## src/rtl/mpu_pkg.sv

```systemverilog
// ---------------------------------------------------------------------------
// mpu_pkg
// Shared definitions for the matrix processor unit and its downstream stages.
//   MPU_DATA_W  width of one result produced by the mpu
//   HOST_W      width of one packed host word ({hi, lo})
//   packState_e packer state: PK_LO (no pending half), PK_HI (low half held)
//   hostWord_t  FIFO entry: partial tag plus the packed host word
// ---------------------------------------------------------------------------
package mpu_pkg;

   localparam int MPU_DATA_W = 16;
   localparam int HOST_W     = 32;

   typedef enum logic {
      PK_LO = 1'b0,
      PK_HI = 1'b1
   } packState_e;

   typedef struct packed {
      logic              partial;
      logic [HOST_W-1:0] data;
   } hostWord_t;

endpackage

```

## src/rtl/mpu_result_collector_if.sv

```systemverilog
// ---------------------------------------------------------------------------
// mpu_result_collector_if
// Bundles the result stream from the mpu, the control strobes and the host
// drain port of mpu_result_collector.
//   data_in/send_in    result stream from mpu (one 16-bit result per cycle)
//   flush/clear_ovf    push pending half word / clear sticky overflow
//   out_data/out_partial/out_valid/out_ready  host valid/ready drain port
//   level/overflow     FIFO occupancy and sticky drop flag
// The slave modport is the collector's view; master is the driving side.
// ---------------------------------------------------------------------------
interface mpu_result_collector_if #(
   parameter int DEPTH = 16
);
   import mpu_pkg::*;

   logic [MPU_DATA_W-1:0]  data_in;
   logic                   send_in;
   logic                   flush;
   logic                   clear_ovf;
   logic [HOST_W-1:0]      out_data;
   logic                   out_partial;
   logic                   out_valid;
   logic                   out_ready;
   logic [$clog2(DEPTH):0] level;
   logic                   overflow;

   modport master (
      output data_in, send_in, flush, clear_ovf, out_ready,
      input  out_data, out_partial, out_valid, level, overflow
   );

   modport slave (
      input  data_in, send_in, flush, clear_ovf, out_ready,
      output out_data, out_partial, out_valid, level, overflow
   );

endinterface

```

## src/rtl/mpu_result_collector_fifo.sv

```systemverilog
// ---------------------------------------------------------------------------
// mpu_result_fifo
// Synchronous first-word-fall-through FIFO. The head entry is always
// presented on rdata_o; a pop advances the head on the accepting edge.
//   clock, reset   system clock, synchronous active-high reset
//   push_i/wdata_i write request and data (dropped when full without a pop)
//   pop_i          read request (ignored when empty)
//   rdata_o        head entry
//   level_o        occupancy 0..DEPTH
//   full_o/empty_o derived from level
// ---------------------------------------------------------------------------
module mpu_result_fifo #(
   parameter int DEPTH = 16,
   parameter int WIDTH = 33
) (
   input  logic                   clock,
   input  logic                   reset,
   input  logic                   push_i,
   input  logic [WIDTH-1:0]       wdata_i,
   input  logic                   pop_i,
   output logic [WIDTH-1:0]       rdata_o,
   output logic [$clog2(DEPTH):0] level_o,
   output logic                   full_o,
   output logic                   empty_o
);

   localparam int PTR_W = $clog2(DEPTH);

   logic [WIDTH-1:0] mem_q [DEPTH];
   logic [PTR_W-1:0] wrPtr_q;
   logic [PTR_W-1:0] rdPtr_q;
   logic [PTR_W:0]   level_q;
   logic             popFire;
   logic             pushFire;

   // A full FIFO still accepts a write when the head leaves on the same edge,
   // so the write lands in the slot the pop frees up.
   always_comb begin
      full_o   = (level_q == (PTR_W+1)'(DEPTH));
      empty_o  = (level_q == '0);
      popFire  = pop_i && !empty_o;
      pushFire = push_i && (!full_o || popFire);
      rdata_o  = mem_q[rdPtr_q];
      level_o  = level_q;
   end

   // Pointers wrap naturally at DEPTH because DEPTH is a power of two.
   always_ff @(posedge clock) begin
      if (reset) begin
         wrPtr_q <= '0;
         rdPtr_q <= '0;
         level_q <= '0;
      end else begin
         if (pushFire) begin
            wrPtr_q <= wrPtr_q + PTR_W'(1);
         end
         if (popFire) begin
            rdPtr_q <= rdPtr_q + PTR_W'(1);
         end
         if (pushFire && !popFire) begin
            level_q <= level_q + (PTR_W+1)'(1);
         end else if (popFire && !pushFire) begin
            level_q <= level_q - (PTR_W+1)'(1);
         end
      end
   end

   // Storage needs no reset; stale entries are never visible because the
   // consumer masks the head when the FIFO is empty.
   always_ff @(posedge clock) begin
      if (pushFire) begin
         mem_q[wrPtr_q] <= wdata_i;
      end
   end

endmodule

```

## src/rtl/mpu_result_collector.sv

```systemverilog
// ---------------------------------------------------------------------------
// mpu_result_collector
// Captures the 16-bit mpu result stream, packs consecutive results into
// 32-bit host words ({later, earlier}) and buffers them in a FWFT FIFO that
// the host drains via valid/ready. The mpu is never stalled: words that find
// the FIFO full are dropped and recorded in a sticky overflow flag.
//   clock, reset  system clock, synchronous active-high reset
//   bus           mpu_result_collector_if slave view (stream in, host out)
// ---------------------------------------------------------------------------
module mpu_result_collector
   import mpu_pkg::*;
#(
   parameter int DEPTH = 16
) (
   input logic                  clock,
   input logic                  reset,
   mpu_result_collector_if.slave bus
);

   packState_e            state_q;
   packState_e            state_d;
   logic [MPU_DATA_W-1:0] loReg_q;
   logic [MPU_DATA_W-1:0] loReg_d;
   logic                  overflow_q;
   logic                  overflow_d;
   logic                  push;
   hostWord_t             pushWord;
   hostWord_t             headWord;
   logic                  fifoFull;
   logic                  fifoEmpty;
   logic                  dropped;

   mpu_result_fifo #(
      .DEPTH (DEPTH),
      .WIDTH ($bits(hostWord_t))
   ) u_fifo (
      .clock   (clock),
      .reset   (reset),
      .push_i  (push),
      .wdata_i (pushWord),
      .pop_i   (bus.out_ready),
      .rdata_o (headWord),
      .level_o (bus.level),
      .full_o  (fifoFull),
      .empty_o (fifoEmpty)
   );

   // Packer state, pending low half and sticky overflow flag.
   always_ff @(posedge clock) begin
      if (reset) begin
         state_q    <= PK_LO;
         loReg_q    <= '0;
         overflow_q <= 1'b0;
      end else begin
         state_q    <= state_d;
         loReg_q    <= loReg_d;
         overflow_q <= overflow_d;
      end
   end

   // A result in LO is held unless flush asks for it immediately; any result
   // or flush in HI completes the word.
   always_comb begin
      state_d = state_q;
      case (state_q)
         PK_LO: if (bus.send_in && !bus.flush) state_d = PK_HI;
         PK_HI: if (bus.send_in || bus.flush) state_d = PK_LO;
         default: state_d = PK_LO;
      endcase
   end

   // Builds the word to push and decides overflow. A full FIFO with the host
   // popping on the same edge still takes the word, so that is not a drop.
   always_comb begin
      push     = 1'b0;
      pushWord = '0;
      loReg_d  = loReg_q;
      case (state_q)
         PK_LO: begin
            if (bus.send_in && bus.flush) begin
               push     = 1'b1;
               pushWord = '{partial: 1'b1, data: {16'h0000, bus.data_in}};
            end else if (bus.send_in) begin
               loReg_d = bus.data_in;
            end
         end
         PK_HI: begin
            if (bus.send_in) begin
               push     = 1'b1;
               pushWord = '{partial: 1'b0, data: {bus.data_in, loReg_q}};
            end else if (bus.flush) begin
               push     = 1'b1;
               pushWord = '{partial: 1'b1, data: {16'h0000, loReg_q}};
            end
         end
         default: ;
      endcase
      dropped = push && fifoFull && !bus.out_ready;
      if (dropped) begin
         overflow_d = 1'b1;
      end else if (bus.clear_ovf) begin
         overflow_d = 1'b0;
      end else begin
         overflow_d = overflow_q;
      end
      bus.out_valid   = !fifoEmpty;
      bus.out_data    = fifoEmpty ? '0 : headWord.data;
      bus.out_partial = fifoEmpty ? 1'b0 : headWord.partial;
      bus.overflow    = overflow_q;
   end

endmodule
```

## src/flat_wrapper.sv

```systemverilog
// flat-port wrapper written by rule: the top's interface ports become plain ports
module mpu_result_collector_flat import mpu_pkg::*;
#(
   parameter int DEPTH = 16
)
  (clock, reset, bus_data_in, bus_send_in, bus_flush, bus_clear_ovf, bus_out_ready, bus_out_data, bus_out_partial, bus_out_valid, bus_level, bus_overflow);
  mpu_result_collector_if #(.DEPTH(DEPTH)) bus_i ();
  input logic clock;
  input logic reset;
  input wire logic [$bits(bus_i.data_in)-1:0] bus_data_in;
  input wire logic [$bits(bus_i.send_in)-1:0] bus_send_in;
  input wire logic [$bits(bus_i.flush)-1:0] bus_flush;
  input wire logic [$bits(bus_i.clear_ovf)-1:0] bus_clear_ovf;
  input wire logic [$bits(bus_i.out_ready)-1:0] bus_out_ready;
  output wire logic [$bits(bus_i.out_data)-1:0] bus_out_data;
  output wire logic [$bits(bus_i.out_partial)-1:0] bus_out_partial;
  output wire logic [$bits(bus_i.out_valid)-1:0] bus_out_valid;
  output wire logic [$bits(bus_i.level)-1:0] bus_level;
  output wire logic [$bits(bus_i.overflow)-1:0] bus_overflow;
  assign bus_i.data_in = bus_data_in;
  assign bus_i.send_in = bus_send_in;
  assign bus_i.flush = bus_flush;
  assign bus_i.clear_ovf = bus_clear_ovf;
  assign bus_i.out_ready = bus_out_ready;
  assign bus_out_data = bus_i.out_data;
  assign bus_out_partial = bus_i.out_partial;
  assign bus_out_valid = bus_i.out_valid;
  assign bus_level = bus_i.level;
  assign bus_overflow = bus_i.overflow;
  mpu_result_collector #(.DEPTH(DEPTH)) u_core (.clock(clock), .reset(reset), .bus(bus_i));
endmodule
```

## config.mk

```make
export PLATFORM = sky130hd
export DESIGN_NAME = mpu_result_collector_flat
export DESIGN_NICKNAME = d
export VERILOG_FILES = /design/src/rtl/mpu_pkg.sv /design/src/rtl/mpu_result_collector_if.sv /design/src/rtl/mpu_result_collector_fifo.sv /design/src/rtl/mpu_result_collector.sv /design/src/flat_wrapper.sv
export SDC_FILE = /design/constraint.sdc
export NUM_CORES = 1
export LEC_CHECK = 0
export CORE_MARGIN = 2
export CORE_UTILIZATION = 40
export DETAILED_ROUTE_END_ITERATION = 6
export PLACE_DENSITY = 0.62
export SYNTH_ARGS = -nofsm -noshare
export SYNTH_HDL_FRONTEND = slang
export SYNTH_SLANG_ARGS = --single-unit
```

## constraint.sdc

```tcl
create_clock -name clock -period 5.95 [get_ports clock]
set_clock_uncertainty 0.1 [all_clocks]
set_input_delay 0.8925 -clock clock [delete_from_list [all_inputs] [get_ports clock]]
set_output_delay 0.8925 -clock clock [all_outputs]
set_load 0.01 [all_outputs]
```

=== Word level (Yosys, flattened, before mapping) ===
Memories as Yosys holds them, arrays and structs flattened. A register that Yosys moved wholly into a read port is not among the register bits.
Cells that the tools add are included.

* Register bits after elaboration: 31
* Latch bits: 0
* Bits in writable memories: 528
* Memory bits (read-only): 0
* Output and inout bits: 40
* Word-level logic and storage cells: 55
* Memories: 1

{| class="wikitable"
|+ Memories
! memory !! words !! bits a word !! rd ports !! clocked after Yosys merged registers in !! write ports !! line !! RTL
|-
| u_core.u_fifo.mem_q || 16 || 33 || 1 || 1 || 1 || mpu_result_collector_fifo.sv:29 || <nowiki>logic [WIDTH-1:0] mem_q [DEPTH];</nowiki>
|}

* Add/subtract/negate cells: 4
* $mul: 0
* Divide/modulo/power cells: 0
* $lt $le $gt $ge: 0
* Eq/ne operators: 1
* Shifts and indexed selects: 0
* Multiplexer cells: 21
* Bitwise gates (word level): 2
* Reduce and logical (&&, ||, !) cells: 20

{| class="wikitable"
|+ Operator list
! operator !! number
|-
| $mux 33 || 3
|-
| $pmux 33 s2 || 1
|-
| $mux 32 || 1
|-
| $mux 1 || 10
|-
| $mux 5 || 2
|-
| $add 4x1->4 const B || 2
|-
| $logic_and 1x1->1 || 8
|-
| $mux 4 || 2
|-
| $logic_not 1->1 || 6
|-
| $add 5x1->5 const B || 1
|-
| $eq 5x5->1 const B || 1
|-
| $logic_not 5->1 || 1
|-
| $sub 5x1->5 const B || 1
|-
| $pmux 1 s2 || 2
|-
| $reduce_bool 2->1 || 2
|-
| $reduce_and 3->1 || 1
|-
| $logic_or 1x1->1 || 2
|-
| $not 1->1 || 2
|}

=== Longest topological paths before layout ===
Gate-level depths: netlist (run 1).

* Word-level depth: 9
* Gate-level depth with buffers: 11
* Gate-level depth less buffers: 9

=== By module ===
A second synthesis (run 1) with hierarchy kept.

* Cells, all modules: 1080
* Area total of the unflattened synthesis: 21861.0 um2

{| class="wikitable"
|+ By module, submodules not included
! module !! times used !! cells an instance !! area each (um2)
|-
| mpu_result_fifo || 1 || 921 || 20658.6
|-
| mpu_result_collector || 1 || 159 || 1202.4
|}

=== Least setup slack after synthesis (run 1) ===
Ideal clock, no wire load.

* Path kind: in2reg
* Start point: input port bus_flush
* End point: memory u_core.u_fifo.mem_q[0][0] (enable)
* Setup time: 0.464 ns
* Data arrival time: 3.851 ns
* Setup slack: 1.535 ns
* Stages on the path: 5
* Cell sequence: maj3_1 > o21a_1 > clkbuf_1 > nand2_1 > nor3_1

* Cells in the longest elaborated chain, start to end: 6
* Elaborated cells between the ends (all ways): 8

{| class="wikitable"
|+ RTL lines
! what !! line !! RTL
|-
| start, declared || flat_wrapper.sv:12 || <nowiki>input wire logic [$bits(bus_i.flush)-1:0] bus_flush;</nowiki>
|-
| $mux 1 or $logic_and 1x1->1 (tied branches) || mpu_result_collector.sv:91, mpu_result_collector.sv:80 ||
|-
| $mux 1 (on tied branches) || mpu_result_collector.sv:88, mpu_result_collector.sv:80 ||
|-
| $pmux 1 s2 (*) || mpu_result_collector.sv:78 || <nowiki>case (state_q)</nowiki>
|-
| $logic_and 1x1->1 (*) || mpu_result_collector_fifo.sv:42 || <nowiki>pushFire = push_i && (!full_o || popFire);</nowiki>
|-
| named net u_core.u_fifo.pushFire || mpu_result_collector_fifo.sv:34 || <nowiki>logic pushFire;</nowiki>
|-
| $mux 1 (*) || mpu_result_collector_fifo.sv:71 || <nowiki>if (pushFire) begin</nowiki>
|-
| $mux 1 (not written as such) (*) || mpu_result_collector_fifo.sv:72 || <nowiki>mem_q[wrPtr_q] <= wdata_i;</nowiki>
|-
| end, declared || mpu_result_collector_fifo.sv:29 ||
|}

Mark *: on every way through the listed nets, which the timed path passes. The rest lies on a longest branch.

=== Final worst setup path (run 1) ===
* Start point: register u_core.u_fifo.level_q[0], in the netlist u_core.u_fifo.level_o[0]
* End point: output port bus_out_data[1]

* Cells in the longest elaborated chain, start to end: 2

{| class="wikitable"
|+ RTL lines
! what !! line !! RTL
|-
| start, declared || mpu_result_collector_fifo.sv:32 || <nowiki>logic [PTR_W:0] level_q;</nowiki>
|-
| start signal, assigned || mpu_result_collector_fifo.sv:61 || <nowiki>level_q <= level_q + (PTR_W+1)'(1);</nowiki>
|-
| start signal, assigned || mpu_result_collector_fifo.sv:63 || <nowiki>level_q <= level_q - (PTR_W+1)'(1);</nowiki>
|-
| $logic_not 5->1 || mpu_result_collector_fifo.sv:40 || <nowiki>empty_o = (level_q == '0);</nowiki>
|-
| $mux 32 || mpu_result_collector.sv:107 || <nowiki>bus.out_data = fifoEmpty ? '0 : headWord.data;</nowiki>
|-
| end, declared || flat_wrapper.sv:15 || <nowiki>output wire logic [$bits(bus_i.out_data)-1:0] bus_out_data;</nowiki>
|}

Every way passes these cells.

==> results of run 1 <==
state kept, by name (all words and copies together), names as in the netlist, named ones only:
name,count
u_core.u_fifo.mem_q,528
u_core.loReg_q,16
u_core.state_q,1
u_core.u_fifo.level_o,5
u_core.u_fifo.wrPtr_q,4
u_core.u_fifo.rdPtr_q,4
u_core.bus.overflow,1
metrics by stage:
step	cells	utilization	hold slack (ns)	area (um^2)	worst slack, ns
2_1_floorplan	1046	-	0.336	21900	1.53
3_3_place_gp	1768	0.435	0.342	23500	1.78
3_5_place_dp	1768	0.435	0.348	23500	1.76
4_1_cts	1866	0.466	0.355	25200	1.23
5_1_grt	1869	0.467	0.374	25200	1.14
6_report	1869	0.467	0.355	25200	1.23
cell type report:
class                           instances  area, um^2  area share
Tap cell                              696         871      0.0345
Inverter                                5        18.8    0.000744
Clock inverter                         26         241     0.00957
Multi-Input combinational cell        414        5160       0.205
Timing Repair Buffer                   92         906      0.0359
Antenna cell                            1        2.50   0.0000991
Sequential cell                       563       16600       0.656
Clock buffer                           72        1470      0.0583
logic make-up (layout without fill, tap and decap cells):
group,after synthesis,after routing
multiplexers,168,168
XOR/XNOR,10,10
adder cells (fa/ha/maj),12,12
flip-flops,563,563
buffers and inverters,69,195
AND/OR/NAND/NOR,141,141
other,0,1
AO/OA/AOI/OAI,83,83
worst max-delay path: stages (launching register included):
cell and delay (ns):
dfxtp_1 0.35, or4_4 0.63, o211ai_4 0.59, buf_4 0.44, and2b_1 0.24, a221o_1 0.34
clkdlybuf4s50_1 0.51
power groups by stage:
stage          logic [uW]  clock network [uW]  registers, uW
6_report             1960                3320           4540
5_1_grt              2100                3520           4560
4_1_cts              2010                3380           4550
3_5_place_dp         2000                   0           4630
3_3_place_gp         1990                   0           4620
2_1_floorplan        1410                   0           4500
Yosys cell counts (all sizes together), types with 3 or more instances:
library cell	n	area, um^2
clkbuf	33	124
a221o	33	330
o211ai	5	51.3
and2	3	18.8
and3	18	113
nand2b	3	18.8
nand2	38	143
inv	5	18.8
a22o	16	140
edfxtp	528	15900
a21oi	21	105
and2b	20	150
nor3	4	20.0
nor2	32	120
buf	31	184
xor2	8	70.1
mux4	132	2970
dfxtp	35	701
mux2	34	383
ha	10	125
nor2b	17	114
how the worst max path moves through the flow:
stage	slack, ns	end	start	depth (start not counted)
6_report	1.23	bus_out_data[1]	u_core.u_fifo.level_o[0]$_SDFFE_PP0P_	6
5_1_grt	1.14	bus_out_data[1]	u_core.u_fifo.level_o[0]$_SDFFE_PP0P_	6
4_1_cts	1.23	bus_out_data[1]	u_core.u_fifo.level_o[0]$_SDFFE_PP0P_	6
3_5_place_dp	1.76	u_core.u_fifo.mem_q[9][23]$_DFFE_PP_	bus_send_in	6
3_3_place_gp	1.78	u_core.u_fifo.mem_q[9][23]$_DFFE_PP_	bus_send_in	6
2_1_floorplan	1.53	u_core.u_fifo.mem_q[0][0]$_DFFE_PP_	bus_flush	5
routing by layer:
layer / wire length [um] / up-vias
li1: - / 4484
met1: 21700 / 5686
met2: 23200 / 374
met3: 3140 / 67
met4: 1030 / 0
met5: 0 / -
==> results.md, run 1 <==
* Status: completed
* Worst R2R Start: u_core.state_q$_SDFF_PP0_
* Leakage at slightly above 0.008 uW
* Adder-Cell Fraction of Synth Area at 0.00708
* Vias in the first global route at roughly 11000
* RSZ-0062 raised after global routing: false
* Switching Fraction at 0.252
* Total number of H-tree levels at 2
* Synth Net Count at 1079
* Fraction of layout cells with a size suffix above 1 at 0.251
* CP startpoint kind: flop
* Combinational share of power at 0.199
* Fmax at between 200 and 250 MHz
* Crit Path Max Fanout at 19
* VDD IR-drop max at 265 uV
* CTS tree: yes
* FILL cells at ~4500
* Num Clock Sinks at approximately 560
* Proportion of synthesized area in mux cells at 0.154
* First-iteration detailed-routing DRC count at approximately 1100
* Syn Area/Cell at 21.0 um^2
* Max-cap viol count at 0
* Net Sw Power at around 2500 uW
* Main combinational cell family by area after synthesis: multiplexers
* NumNets Final at approximately 1200
* Yosys reg bits at 563
* Core ar. at approximately 0.054 mm^2
* Die area at approximately 0.057 mm^2
* Compound-Gate Fraction of Synth Area at 0.0312
* Hold Path End: u_core.loReg_q[1]$_SDFFE_PP0P_
* Arr. time, crit path at 3.73 ns
* Syn Inst Count at 1046
* GR peak layer: met2
* Min-delay worst type: flop to flop
* Average routed wire per standard cell at roughly 26 um
* Setup crit end kind: output pin
* CTS clock-pin slew for the worst setup and hold paths at around 0.060 ns
* Worst-Skew Late Latency at around 0.61 ns
* Crit Path Category: flop to output pin
* Worst Hold Path Cells at 2
* Asr flop ratio synth at 0
* Met2 Usage GRT at 0.273
* Tcrit/Tclk final at 0.793
* TritonCTS Buffers at 55
* FP Rows at 85
* CTS root buf: clkbuf_16
* Most frequent cells in the layout: edfxtp_1, mux4_2, clkdlybuf4s50_1, clkbuf_16, nand2_1
* First-pass GRT wire length at 72.4 mm
* Mapped cell area at about 0.022 mm^2
* DP HPWL at about 28 mm
* Synth unique cells at 42
* Pwr/cell area at roughly 390 mW/mm^2
* Initial antenna violation count at 2
* IO Port Bufs at 61
* Final Hold Viols at 0
* Min Tclk post-route at 4.72 ns
* Detailed Route WL at slightly below 50 mm
* Primary FF master, synth: edfxtp_1
* Initial DRT Pass Iterations at 7
* Hold_sp: u_core.loReg_q[1]$_SDFFE_PP0P_
* Cts repair resizes at 0
* GRT Util Overall at 0.176
* Die span in x at roughly 240 um
* Vias at ~11000
* DRC Markers at 0
* Worst Path Required at between 4 and 5 ns
* XOR/XNOR Fraction of Synth Area at 0.00399
* Setup TNS at 0 ns
* Internal cell power at between 7000 and 8000 uW
* Final ANT Viol Nets at 0
* Grt met3 use at 0.0297
* Commonest non-fill, non-tap cell in the layout: edfxtp_1
* CTS Hold Bufs at 0
* Final-report setup violation count at 0
* Largest net degree at the start of global routing at 53
* Simple-gate share of the synthesized area at 0.0339
* Tightest Pin Transition at between 1 and 1.5 ns
* CTS max path bufs at 3
* Flop pwr share at 0.462
* Number of cells on the worst reg-to-reg path at 4
* Placer Congestion at roughly 0.75
* Vias per cell at 5.68
* Starting Density at 0.406
* GR Overflow Total at 0
* Die Y at between 200 and 250 um
* Synthesis Warnings at 0
* Post-CTS Setup Bufs at 0
* Clock Power Share at 0.338
* Flop2flop setup slack at between 2 and 3 ns
* Io pins at 62
* Slew headroom at 0.121
* Number of synthesized flops with an enable pin at approximately 530
* Met1 Track Usage GR at 0.256
* Share of the yosys chip area belonging to registers at 0.755
* Area Growth Syn to Fin at 15.1%
* Crit Reg-Reg Endpoint: u_core.u_fifo.mem_q[8][0]$_DFFE_PP_
* Slew Limit Fails at 0
* Tot Pwr at ~9800 uW
(Power assumes the default switching activity.)
==> inputs of run 2 (changes only) <==
--- a/config.mk
+++ b/config.mk
@@ -8,7 +8,7 @@
 export CORE_MARGIN = 2
 export CORE_UTILIZATION = 40
 export DETAILED_ROUTE_END_ITERATION = 6
-export PLACE_DENSITY = 0.62
+export PLACE_DENSITY = 0.64
 export SYNTH_ARGS = -nofsm -noshare
 export SYNTH_HDL_FRONTEND = slang
 export SYNTH_SLANG_ARGS = --single-unit
==> constraint.sdc (replaced) <==
create_clock -name clock -period 3.81 [get_ports clock]
set_clock_uncertainty 0.1 [all_clocks]
set_input_delay 0.5715 -clock clock [delete_from_list [all_inputs] [get_ports clock]]
set_output_delay 0.5715 -clock clock [all_outputs]
set_load 0.01 [all_outputs]
==> run 2 against run 1 <==
Compared with the run above: hold slack is essentially flat; clock power is 69% higher; sequential cell count stayed put; first-iteration DRC count is 16% lower; cell area is 2.3% higher; critical path depth unchanged; die area unchanged; sequential power grew 54%; sequential share of layout area fell by 1.5 points; combinational power grew 71%; worst setup slack worse by 1.2 ns; global-route usage decreased by 0.17 points.
==> results.md, run 2 (same netlist as run 1, synthesis figures left out) <==
* Slew headroom at 0.342
* PnR worst setup slack at about 0.047 ns
* Setup crit end kind: output pin
* Detailed Route WL at between 40 and 50 mm
* Pwr/cell area at between 600 and 700 mW/mm^2
* Initial DRT Pass Iterations at 5
* Die area at roughly 0.057 mm^2
* First-pass GRT wire length at about 72 mm
* FP Rows at 85
* Commonest non-fill, non-tap cell in the layout: edfxtp_1
* DP HPWL at 27.8 mm
* Vias in the first global route at between 10000 and 15000
* Number of flip-flops in the largest register at roughly 530
* DRC Markers at 0
* Worst-Skew Late Latency at about 0.61 ns
* CTS root buf: clkbuf_16
* Max-cap viol count at 0
* CTS Hold Bufs at 0
* Core ar. at roughly 0.054 mm^2
* CP startpoint kind: flop
* Worst Path Required at roughly 3.1 ns
* Slew Limit Fails at 0
* Status: completed
* Vias at about 11000
* Dpl ws at ~0.29 ns
* Die Y at about 240 um
* Total number of H-tree levels at 2
* Largest net degree at the start of global routing at 56
* Arr. time, crit path at 3.09 ns
* Average routed wire per standard cell at approximately 26 um
* Leakage at between 0.008 and 0.009 uW
* Die span in x at 238 um
* IO Port Bufs at between 60 and 70
* Initial antenna violation count at 0
* Final-report setup violation count at 0
* CTS max path bufs at 3
* RSZ-0062 raised after global routing: true
* Fraction of layout cells with a size suffix above 1 at 0.284
* GRT Util Overall at 0.174
* Num Clock Sinks at between 500 and 600
* Crit Path Category: flop to output pin
* Min-delay worst type: flop to flop
* TritonCTS Buffers at 56
* CTS tree: yes
* Post-placement cell count at 1792
* Placer Congestion at between 0.7 and 0.8
* Tcrit/Tclk final at 0.988
* Ant. Diodes at 0
* Crit Path Max Fanout at 12
* Non-filler cells, final at between 1500 and 2000
* Min Tclk post-route at approximately 3.8 ns
* Most flop-heavy register: u_core.u_fifo.mem_q
* GR Overflow Total at 0
* Fmax at roughly 270 MHz
* First-iteration detailed-routing DRC count at roughly 900
* Starting Density at 0.406
* Fin Hold WS at 0.354 ns
* NumNets Final at between 1000 and 1500
* Most frequent cells in the layout: edfxtp_1, mux4_2, clkbuf_16, clkdlybuf4s50_1, buf_4
* CTS clock-pin slew for the worst setup and hold paths at ~0.070 ns
* Area Growth Syn to Fin at 17.8%
* VDD IR-drop max at 386 uV
* Tightest Pin Transition at roughly 1 ns
* Io pins at between 60 and 70
* Final ANT Viol Nets at 0
* Vias per cell at roughly 5.6
* Final Hold Viols at 0
==> run 2: changes by cell type in the layout (fill, tap and decap cells not counted), moves of 2 or more <==
cell / delta
buf_12: +4
buf_16: +2
buf_4: +19
bufinv_16: +4
clkbuf_1: -8
clkbuf_16: +2
clkbuf_8: +7
clkdlybuf4s50_1: -15
clkinv_1: -4
clkinv_2: +7
dlygate4sd2_1: +2
dlymetal6s2s_1: +13
==> run 2: metrics by stage <==
stage | setup TNS [ns] | total power (uW) | instance area (um^2) | utilization
6_report | 0 | 16000 | 25800 | 0.478
5_1_grt | -0.00269 | 16600 | 25800 | 0.478
4_1_cts | 0 | 16100 | 25700 | 0.476
3_5_place_dp | 0 | 10400 | 23700 | 0.440
3_3_place_gp | 0 | 10400 | 23700 | 0.440
2_1_floorplan | -19.15 | 9230 | 21900 | -
==> run 2: layout make-up <==
class,count,area (um^2)
fillers,4431,28200
flip-flops and latches,563,16600
multi-input cells,415,5180
clock buffers,71,1540
repair buffers,121,1290
well taps,696,871
clock inverters,34,365
inverters,5,18.8
==> run 2: what timing repair did <==
item	CTS	global route
endpoints found under the hold margin	0	0
resized for setup	10	15
gates cloned	1	2
endpoints found under the setup margin	29	21
pin swaps	1	0
buffers inserted	5	0
==> run 2: path summary, 6_finish.rpt <==
kind	startpoint	to	slack [ns]	depth (start not counted)
max	u_core.u_fifo.level_o[3]$_SDFFE_PP0P_	bus_out_data[5]	0.05	6
min	u_core.loReg_q[7]$_SDFFE_PP0P_	u_core.loReg_q[7]$_SDFFE_PP0P_	0.35	2
min reg2reg	u_core.loReg_q[7]$_SDFFE_PP0P_	u_core.loReg_q[7]$_SDFFE_PP0P_	0.35	2
max reg2reg	u_core.u_fifo.level_o[3]$_SDFFE_PP0P_	u_core.u_fifo.level_o[4]$_SDFFE_PP0P_	0.50	10
==> run 2: report_power, final <==
group          leakage [uW]  switching (uW)  internal [uW]  total (uW)
sequential          0.00532             123           6860        6980
clock              0.000943            2280           3330        5610
combinational       0.00238            1550           1820        3360
total               0.00864            3950          12000       16000
==> run 2: per-layer routing <==
| metal | track usage | vias to the layer above | wire [um] |
|---|---|---|---|
| met3 | 0.0438 | 76 | 3220 |
| met1 | 0.243 | 5645 | 21500 |
| met4 | 0.0500 | 0 | 1190 |
| met2 | 0.272 | 324 | 23400 |
| li1 | - | 4567 | - |
| met5 | 0 | - | 0 |
==> run 2: worst max-delay path, stage by stage, from the launching register on <==
cell             delay, ns
dfxtp_1               0.34
or4_4                 0.60
or2_4                 0.30
nor2b_4               0.19
buf_8                 0.20
a221o_1               0.36
clkdlybuf4s50_1       0.49
==> inputs of run 3 (changes only) <==
--- a/config.mk
+++ b/config.mk
@@ -5,10 +5,13 @@
 export SDC_FILE = /design/constraint.sdc
 export NUM_CORES = 1
 export LEC_CHECK = 0
+export CORE_ASPECT_RATIO = 0.8
 export CORE_MARGIN = 2
 export CORE_UTILIZATION = 40
 export DETAILED_ROUTE_END_ITERATION = 6
+export HOLD_SLACK_MARGIN = 0.12
 export PLACE_DENSITY = 0.64
+export SLEW_MARGIN = 20
 export SYNTH_ARGS = -nofsm -noshare
 export SYNTH_HDL_FRONTEND = slang
 export SYNTH_SLANG_ARGS = --single-unit
==> run 3 against run 2 <==
Compared with the run above: register-to-register slack improved by 0.07 ns; maximum frequency rose by 0.53%; sequential share of layout area rose by 0.96 points; first-iteration DRC count rose by 37%; die area barely moved; power fell by 4.4%; cell area fell by 1.5%.
==> results.md, run 3 (same netlist as run 1, synthesis figures left out) <==
* Status: completed
* Buf/Inv on CP at 2
* Placer Congestion at ~0.76
* CTS tree: yes
* Slowest CP cell: or4_4
* FP Rows at 76
* Fmax at approximately 270 MHz
* Crit Path Category: flop to output pin
* Io pins at just over 60
* Min-delay worst type: flop to flop
* Number of flip-flops in the largest register at 528
* GRT Util Overall at 0.176
* Worst-Skew Late Latency at 0.57 ns
* First-pass GRT wire length at slightly above 70 mm
* CTS Hold Bufs at 0
* Vias per cell at ~5.6
* Largest net degree at the start of global routing at 64
* Area Growth Syn to Fin at 16.1%
* Max-cap viol count at 0
* Initial antenna violation count at 2
* PnR worst setup slack at ~0.067 ns
* Commonest non-fill, non-tap cell in the layout: edfxtp_1
* Die Y at 213 um
* Slew headroom at 0.332
* CTS clock-pin slew for the worst setup and hold paths at around 0.06 ns
* NumNets Final at 1189
* Die area at ~0.057 mm^2
* Vias in the first global route at 10846
* VDD IR-drop max at roughly 410 uV
* Tot Pwr at between 15000 and 20000 uW
* Dpl cell area at 0.0237 mm^2
* Final Hold Viols at 0
* Setup crit end kind: output pin
* Design Area, Final at 0.0255 mm^2
* CP startpoint: u_core.u_fifo.level_o[3]$_SDFFE_PP0P_
* Most frequent cells in the layout: edfxtp_1, mux4_2, clkdlybuf4s50_1, clkbuf_16, buf_4
* DP HPWL at approximately 28 mm
* DRC Markers at 0
* Final ANT Viol Nets at 0
* TritonCTS Buffers at a little over 50
* CP cell instances: or4_4 > or2_4 > nor2b_4 > buf_12 > a221o_1 > clkdlybuf4s50_1
* CTS max path bufs at 3
* Tightest Pin Transition at ~1.0 ns
* IO Port Bufs at slightly above 60
* GR Overflow Total at 0
* Total number of H-tree levels at 2
* Worst Path Required at approximately 3.1 ns
* Final-report setup violation count at 0
* Worst R2R Start: u_core.u_fifo.level_o[3]$_SDFFE_PP0P_
* Average routed wire per standard cell at 26.2 um
* Starting Density at 0.406
* CP endpoint: bus_out_data[5]
* Crit Path Max Fanout at 9
* First-iteration detailed-routing DRC count at 1271
* Detailed Route WL at between 40 and 50 mm
* Tcrit/Tclk final at 0.982
* Family with the most delay on the worst path: simple AND/OR/NAND/NOR gates
* Initial DRT Pass Iterations at 7
* Most flop-heavy register: u_core.u_fifo.mem_q
* Core ar. at 0.0540 mm^2
* FILL cells at about 4500
* Max stage delay on crit path at roughly 0.63 ns
* Number of cells on the worst reg-to-reg path at 9
* Cell depth of the worst setup path at 6
* Die span in x at around 270 um
* Slew Limit Fails at 0
* Arr. time, crit path at 3.07 ns
* Crit Reg-Reg Endpoint: u_core.u_fifo.level_o[4]$_SDFFE_PP0P_
* Fraction of layout cells with a size suffix above 1 at 0.268
* Vias at 10641
* Pwr/cell area at 599 mW/mm^2
* Num Clock Sinks at approximately 560
* Dpl ws at 0.267 ns
* CTS root buf: clkbuf_16
* CP startpoint kind: flop
* Flop2flop setup slack at 0.57 ns
* Leakage at 0.00828 uW
* Min Tclk post-route at roughly 3.7 ns
==> run 3: cell count changes in the layout (fill, tap and decap cells not counted), sizes merged, moves of 2 or more <==
cell           delta
clkdlybuf4s50    +15
dlymetal6s2s     -13
clkinv            -8
bufinv            -6
diode             +2
dlygate4sd2       -2
==> run 3: cell type report <==
class	count	area, um^2	share of cell area
sequential	563	16600	0.651
multi-input combinational	416	5200	0.204
clock buffer	72	1430	0.0560
timing repair buffer	119	1220	0.0480
tap	702	878	0.0345
clock inverter	21	139	0.00546
inverter	5	18.8	0.000737
antenna	2	5.00	0.000197
==> run 3: stage by stage <==
stage / util / hold WS (ns) / std cells / setup TNS [ns]
after floorplan: - / 0.336 / 1046 / -19.15
after global placement: 0.440 / 0.342 / 1797 / 0
after detailed placement: 0.440 / 0.347 / 1797 / 0
after CTS: 0.470 / 0.355 / 1894 / 0
after global routing: 0.471 / 0.368 / 1898 / -0.0192
final: 0.471 / 0.354 / 1900 / 0
==> run 3: report_power, final <==
part | internal [uW] | switching, uW | leakage (uW)
combinational | 1840 | 1610 | 0.00220
clock | 2680 | 2200 | 0.000764
sequential | 6850 | 75.8 | 0.00532
total | 11400 | 3880 | 0.00828
==> run 3: metal layers <==
layer	wire length [um]	track usage	vias up
met5	0	0	-
met2	22900	0.272	349
met3	3480	0.0319	63
met1	22600	0.264	5682
met4	762	0.0370	0
li1	-	-	4547
==> run 3: worst register-to-register path: cells and delay by family, from the launching register on <==
family,cells,cell delay (ns)
adders and majority gates,2,0.65
and+or+nand+nor,1,0.63
muxes,1,0.35
buffers and inverters,1,0.12
DFF,1,0.35
AOI/OAI and AO/OA,4,0.95
==> run 3: worst min-delay path by stage <==
stage,startpoint,end,cells after the start
floorplan,u_core.loReg_q[0]$_SDFFE_PP0P_,u_core.loReg_q[0]$_SDFFE_PP0P_,2
global placement,u_core.loReg_q[14]$_SDFFE_PP0P_,u_core.loReg_q[14]$_SDFFE_PP0P_,2
detailed placement,u_core.loReg_q[4]$_SDFFE_PP0P_,u_core.loReg_q[4]$_SDFFE_PP0P_,2
CTS,u_core.loReg_q[4]$_SDFFE_PP0P_,u_core.loReg_q[4]$_SDFFE_PP0P_,2
global route,u_core.loReg_q[2]$_SDFFE_PP0P_,u_core.loReg_q[2]$_SDFFE_PP0P_,2
finish,u_core.loReg_q[11]$_SDFFE_PP0P_,u_core.loReg_q[11]$_SDFFE_PP0P_,2
==> run 3: repair_timing <==
| item | CTS | global route |
|---|---|---|
| gates resized for setup | 4 | 1 |
| pin swaps | 0 | 1 |
| gates cloned | 1 | 1 |
| buffers inserted | 4 | 3 |
| endpoints found under the setup margin | 33 | 29 |
